<file path="src/rtl/activity_led_ctrl.sv">
// Four-channel activity LED controller: per-channel off/on/activity-hold/blink modes timed by a shared tick.
// Optional PWM dimming of all LEDs is compiled in only when ACTIVITY_LED_PWM_EN is defined.
module activity_led_ctrl #(
  parameter int PRESCALE = 50000
) (
  input  logic       clk,
  input  logic       reset,
  input  logic [3:0] activity,
  input  logic       cfg_we,
  input  logic [2:0] cfg_addr,
  input  logic [7:0] cfg_wdata,
  output logic [7:0] cfg_rdata,
  output logic [3:0] led
);

  localparam int PW = (PRESCALE > 1) ? $clog2(PRESCALE) : 1;

  typedef enum logic [1:0] {
    MODE_OFF      = 2'd0,
    MODE_ON       = 2'd1,
    MODE_ACTIVITY = 2'd2,
    MODE_BLINK    = 2'd3
  } mode_e;

  logic [PW-1:0] presc;
  logic          tick;
  logic [7:0]    ch_reg [4];
  logic [5:0]    cnt    [4];
  logic [3:0]    phase;
  logic [3:0]    act_d;
  logic [3:0]    raw;
  logic [3:0]    gate;
  logic [7:0]    rd_mux;

  assign tick = (presc == PW'(PRESCALE - 1));

`ifdef ACTIVITY_LED_PWM_EN
  logic [7:0] duty;
  logic [7:0] pwm_cnt;

  always_ff @(posedge clk) begin
    if (reset) begin
      duty    <= 8'hFF;
      pwm_cnt <= 8'h00;
    end else begin
      pwm_cnt <= pwm_cnt + 8'd1;
      if (cfg_we && cfg_addr == 3'd4) duty <= cfg_wdata;
    end
  end

  assign gate = (pwm_cnt < duty) ? 4'hF : 4'h0;
`else
  assign gate = 4'hF;
`endif

  // NOTE: every variable assigned in always_comb gets a default first, so no latch is inferred.
  always_comb begin
    raw = '0;
    for (int i = 0; i < 4; i++) begin
      case (mode_e'(ch_reg[i][1:0]))
        MODE_OFF:      raw[i] = 1'b0;
        MODE_ON:       raw[i] = 1'b1;
        MODE_ACTIVITY: raw[i] = (ch_reg[i][7:2] == 6'd0) ? act_d[i] : (cnt[i] != 6'd0);
        MODE_BLINK:    raw[i] = phase[i];
        default:       raw[i] = 1'b0;
      endcase
    end
  end

  always_comb begin
    rd_mux = 8'h00;
    if (!cfg_addr[2]) rd_mux = ch_reg[cfg_addr[1:0]];
`ifdef ACTIVITY_LED_PWM_EN
    else if (cfg_addr == 3'd4) rd_mux = duty;
`endif
  end

  // NOTE: the channel register array is a handful of flops with a defined power-up value, so it is reset like any other state.
  always_ff @(posedge clk) begin
    if (reset) begin
      presc     <= '0;
      act_d     <= '0;
      phase     <= '0;
      led       <= '0;
      cfg_rdata <= '0;
      for (int i = 0; i < 4; i++) begin
        ch_reg[i] <= 8'h22;
        cnt[i]    <= '0;
      end
    end else begin
      presc     <= tick ? '0 : presc + 1'b1;
      act_d     <= activity;
      led       <= raw & gate;
      cfg_rdata <= rd_mux;
      for (int i = 0; i < 4; i++) begin
        if (cfg_we && cfg_addr == 3'(i)) begin
          // A register write restarts the channel and wins over same-cycle activity.
          ch_reg[i] <= cfg_wdata;
          cnt[i]    <= '0;
          phase[i]  <= 1'b0;
        end else begin
          case (mode_e'(ch_reg[i][1:0]))
            MODE_ACTIVITY: begin
              phase[i] <= 1'b0;
              if (ch_reg[i][7:2] == 6'd0)          cnt[i] <= '0;
              else if (activity[i])                cnt[i] <= ch_reg[i][7:2];
              else if (tick && cnt[i] != 6'd0)     cnt[i] <= cnt[i] - 6'd1;
            end
            MODE_BLINK: begin
              if (tick) begin
                if (cnt[i] == 6'd0) begin
                  phase[i] <= ~phase[i];
                  cnt[i]   <= ch_reg[i][7:2];
                end else begin
                  cnt[i] <= cnt[i] - 6'd1;
                end
              end
            end
            default: begin
              cnt[i]   <= '0;
              phase[i] <= 1'b0;
            end
          endcase
        end
      end
    end
  end

endmodule
</file>
<file path="config.mk">
export PLATFORM = sky130hd
export DESIGN_NAME = activity_led_ctrl
export DESIGN_NICKNAME = d
export VERILOG_FILES = /design/src/rtl/activity_led_ctrl.sv
export SDC_FILE = /design/constraint.sdc
export NUM_CORES = 1
export LEC_CHECK = 0
export CORE_ASPECT_RATIO = 2
export CORE_MARGIN = 2
export CORE_UTILIZATION = 50
export CTS_CLUSTER_SIZE = 16
export DETAILED_ROUTE_END_ITERATION = 12
export DONT_BUFFER_PORTS = 1
export GPL_ROUTABILITY_DRIVEN = 0
export PLACE_DENSITY = 0.7
export RECOVER_POWER = 50
export SYNTH_ARGS = -nofsm -noshare
export SYNTH_HDL_FRONTEND = slang
export SYNTH_SLANG_ARGS = --single-unit
</file>
<file path="constraint.sdc">
create_clock -name clk -period 2.9 [get_ports clk]
set_clock_uncertainty 0.15 [all_clocks]
set_input_delay 0.435 -clock clk [delete_from_list [all_inputs] [get_ports clk]]
set_output_delay 0.435 -clock clk [all_outputs]
set_load 0.02 [all_outputs]
</file>
==> run_results.csv <==
group,metric,value,unit
outcome,status,"completed",
yosys,netlist_instances,408,
layout,antennaDiodeCount,0,
grt,first_global_vias,3247,
sta,relSlewSlack,0.431,
layout,largest_reg_flops,32,
yosys,yosys.area.top_type_share,0.375,
floorplanning,initial_core_util,0.519,
worst_hold_path,holdCritPathClass,"in -> reg",
setup_path,startpoint_type,"register",
detailed_routing,vias,3175,
yosys,synth_most_common_cell,"edfxtp_1",
yosys,yosys.area.top_type,"edfxtp_1",
sta,setup-tns-final,0,ps
clocking,root_buffer,"clkbuf_16",
setup_path,worstReg2RegStart,"cnt[0][0]",
yosys,synth-seq-cells,92,
yosys,yosys-top-cells-count,"edfxtp_1, nand2_1, dfxtp_1",
setup_path,cp_slowest_stage_delay,410,ps
clocking,cts_tree,"built",
yosys,ys_warn_count,0,
floorplanning,core-area,8650,µm²
placement,dpl_cell_area,4610,µm²
grt,grt_pass1_wl,15900,µm
floorplanning,die_h,138,µm
setup_path,crit_buf_inv,1,
worst_hold_path,holdPathEnd,"act_d[1]",
setup_path,r2r_end,"cnt[0][3]",
yosys,syn_area,4490,µm²
layout,final_net_count,437,
yosys,synthFlopType,"edfxtp_1",
grt,grt_usage,0.215,
grt,grt_max_degree,21,
clocking,clk_latency,350,ps
detailed_routing,totalWireLength,10100,µm
setup_path,critical_path.top_delay_family,"simple AND/OR/NAND/NOR gates",
placement,place.port_buffers,0,
detailed_routing,drc_errors,0,
clocking,post-cts-setup-buffers,0,
power,ir_drop,0.000414,V
detailed_routing,drt-vias-per-instance,6.12,
setup_path,cp-end-kind,"register",
power,power_density,614,nW/µm²
layout,syn_to_final_growth,9.34,%
setup_path,arrival,2240,ps
sta,hold_violations,0,
grt,grt_antenna_before_repair,0,
setup_path,cp_max_fo,6,
worst_hold_path,holdPathStages,1,
floorplanning,die_area,9800,µm²
layout,nFillCells,771,
worst_hold_path,min_from,"reset",
clocking,cts_sinks,92,
yosys,synth.area.top_cells,"edfxtp_1, dfxtp_1, mux4_2",
setup_path,cp.required,2750,ps
placement,hpwlAfterDp,7620,µm
yosys,synth_enable_flop_cells,56,
setup_path,r2r_slack,520,ps
sta,fmax,0.420,GHz
setup_path,crit_slowest_cell,"edfxtp_1",
setup_path,worstSetupPathType,"reg -> reg",
sta,min_period,2380,ps
sta,period_share,0.822,
yosys,synth_cell_types,50,
sta,fin_hold_ws,5.31,ps
detailed_routing,wire_per_inst,19.4,µm
flow_run,cap_violations,0,
sta,rsz0062_at_grt,"no",
yosys,async_reset_ff_frac,0,
setup_path,path_cells,"inv_1 -> ha_1 -> or3b_1 -> or3_1 -> o21ai_0 -> o211ai_1",
detailed_routing,drtIter0Drc,147,
layout,fin_area,4910,µm²
clocking,cts_hold_buf,0,
detailed_routing,ant_nets,0,
power,power.leakage,1.67,nW
floorplanning,rows,48,
clocking,cts_resized,0,
grt,overflow,0,
clocking,cts_buffer_depth,2,
floorplanning,die_w,71.0,µm
floorplanning,io_pins,30,
clocking,cts_buffers,9,
yosys,yosysSeqAreaShare,0.535,
setup_path,ff2ff_path_depth,6,
yosys,synth_nets,431,
clocking,clk_pin_slew,70,ps
detailed_routing,first_pass_iters,6,
sta,worst_pin_slew,846,ps
sta,slew_viol_final,0,
sta,finalSetupViolations,0,
layout,final_layout_size_suffix_gt1_frac,0.0907,
yosys,synth_area_per_cell,11.0,µm²
clocking,ctsHtreeMaxLevel,3,
## cell families after synthesis
family / count (synthesis) / synth area share
xor gates and xnor gates: 27 / 0.0527
buffers and inverters: 27 / 0.0243
and+or+nand+nor: 176 / 0.227
AOI/OAI and AO/OA: 73 / 0.106
adders and majority gates: 5 / 0.0139
muxes: 8 / 0.0401
DFF: 92 / 0.535
## stage by stage
step	std cells	setup WS [ps]	power (mW)	utilization
after global placement	503	599	1.83	0.533
after CTS	519	508	3.03	0.569
after detailed placement	503	525	1.83	0.533
after global routing	519	374	3.12	0.567
after floorplan	408	730	1.77	-
final	519	517	3.01	0.567
## cell usage in the layout, fill, tap and decap left out, types with 12 or more instances in the layout
| master | instances |
|---|---|
| a21oi_1 | 13 |
| and2_0 | 14 |
| and2_1 | 13 |
| dfxtp_1 | 36 |
| edfxtp_1 | 56 |
| inv_1 | 18 |
| nand2_1 | 39 |
| nor2_1 | 23 |
| nor2b_1 | 12 |
| o21ai_0 | 12 |
| o22ai_1 | 24 |
| xnor2_1 | 17 |
## report_power, final
group          switching (mW)  internal (mW)
Clock                   0.470          0.735
Sequential             0.0857           1.47
Combinational           0.130          0.123
## worst max-delay path by stage
| stage | cells after the start | from | slack, ps | end |
|---|---|---|---|---|
| floorplan | 6 | cnt[0][0] | 730 | cnt[0][0] |
| global placement | 6 | cnt[2][0] | 600 | cnt[2][3] |
| detailed placement | 6 | cnt[2][0] | 530 | cnt[2][1] |
| CTS | 6 | cnt[0][0] | 510 | cnt[0][3] |
| global route | 6 | cnt[0][0] | 370 | cnt[0][0] |
| finish | 6 | cnt[0][0] | 520 | cnt[0][3] |
## worst reg2reg max path: stages (launching register included)
cell      delay, ps
edfxtp_1        410
inv_1            80
ha_1            170
or3b_1          400
or3_1           380
o21ai_0         180
o211ai_1        280
## per-layer routing
layer  GRT usage  up-vias  part of all wire
met5           0        -                 0
met4       0.135        0             0.040
met3      0.0392       29             0.041
met2       0.398       87              0.55
met1       0.217     1540              0.37
li1            -     1519                 -
## layout make-up
class / instances / area [µm²] / share of cell area
clock inverter: 5 / 48.8 / 0.00994
clock buffer: 11 / 264 / 0.0538
tap: 100 / 125 / 0.0255
timing repair buffer: 5 / 26.3 / 0.00535
multi-input combinational: 289 / 1980 / 0.403
sequential: 92 / 2400 / 0.490
inverter: 17 / 63.8 / 0.0130
(Power assumes the default switching activity.)
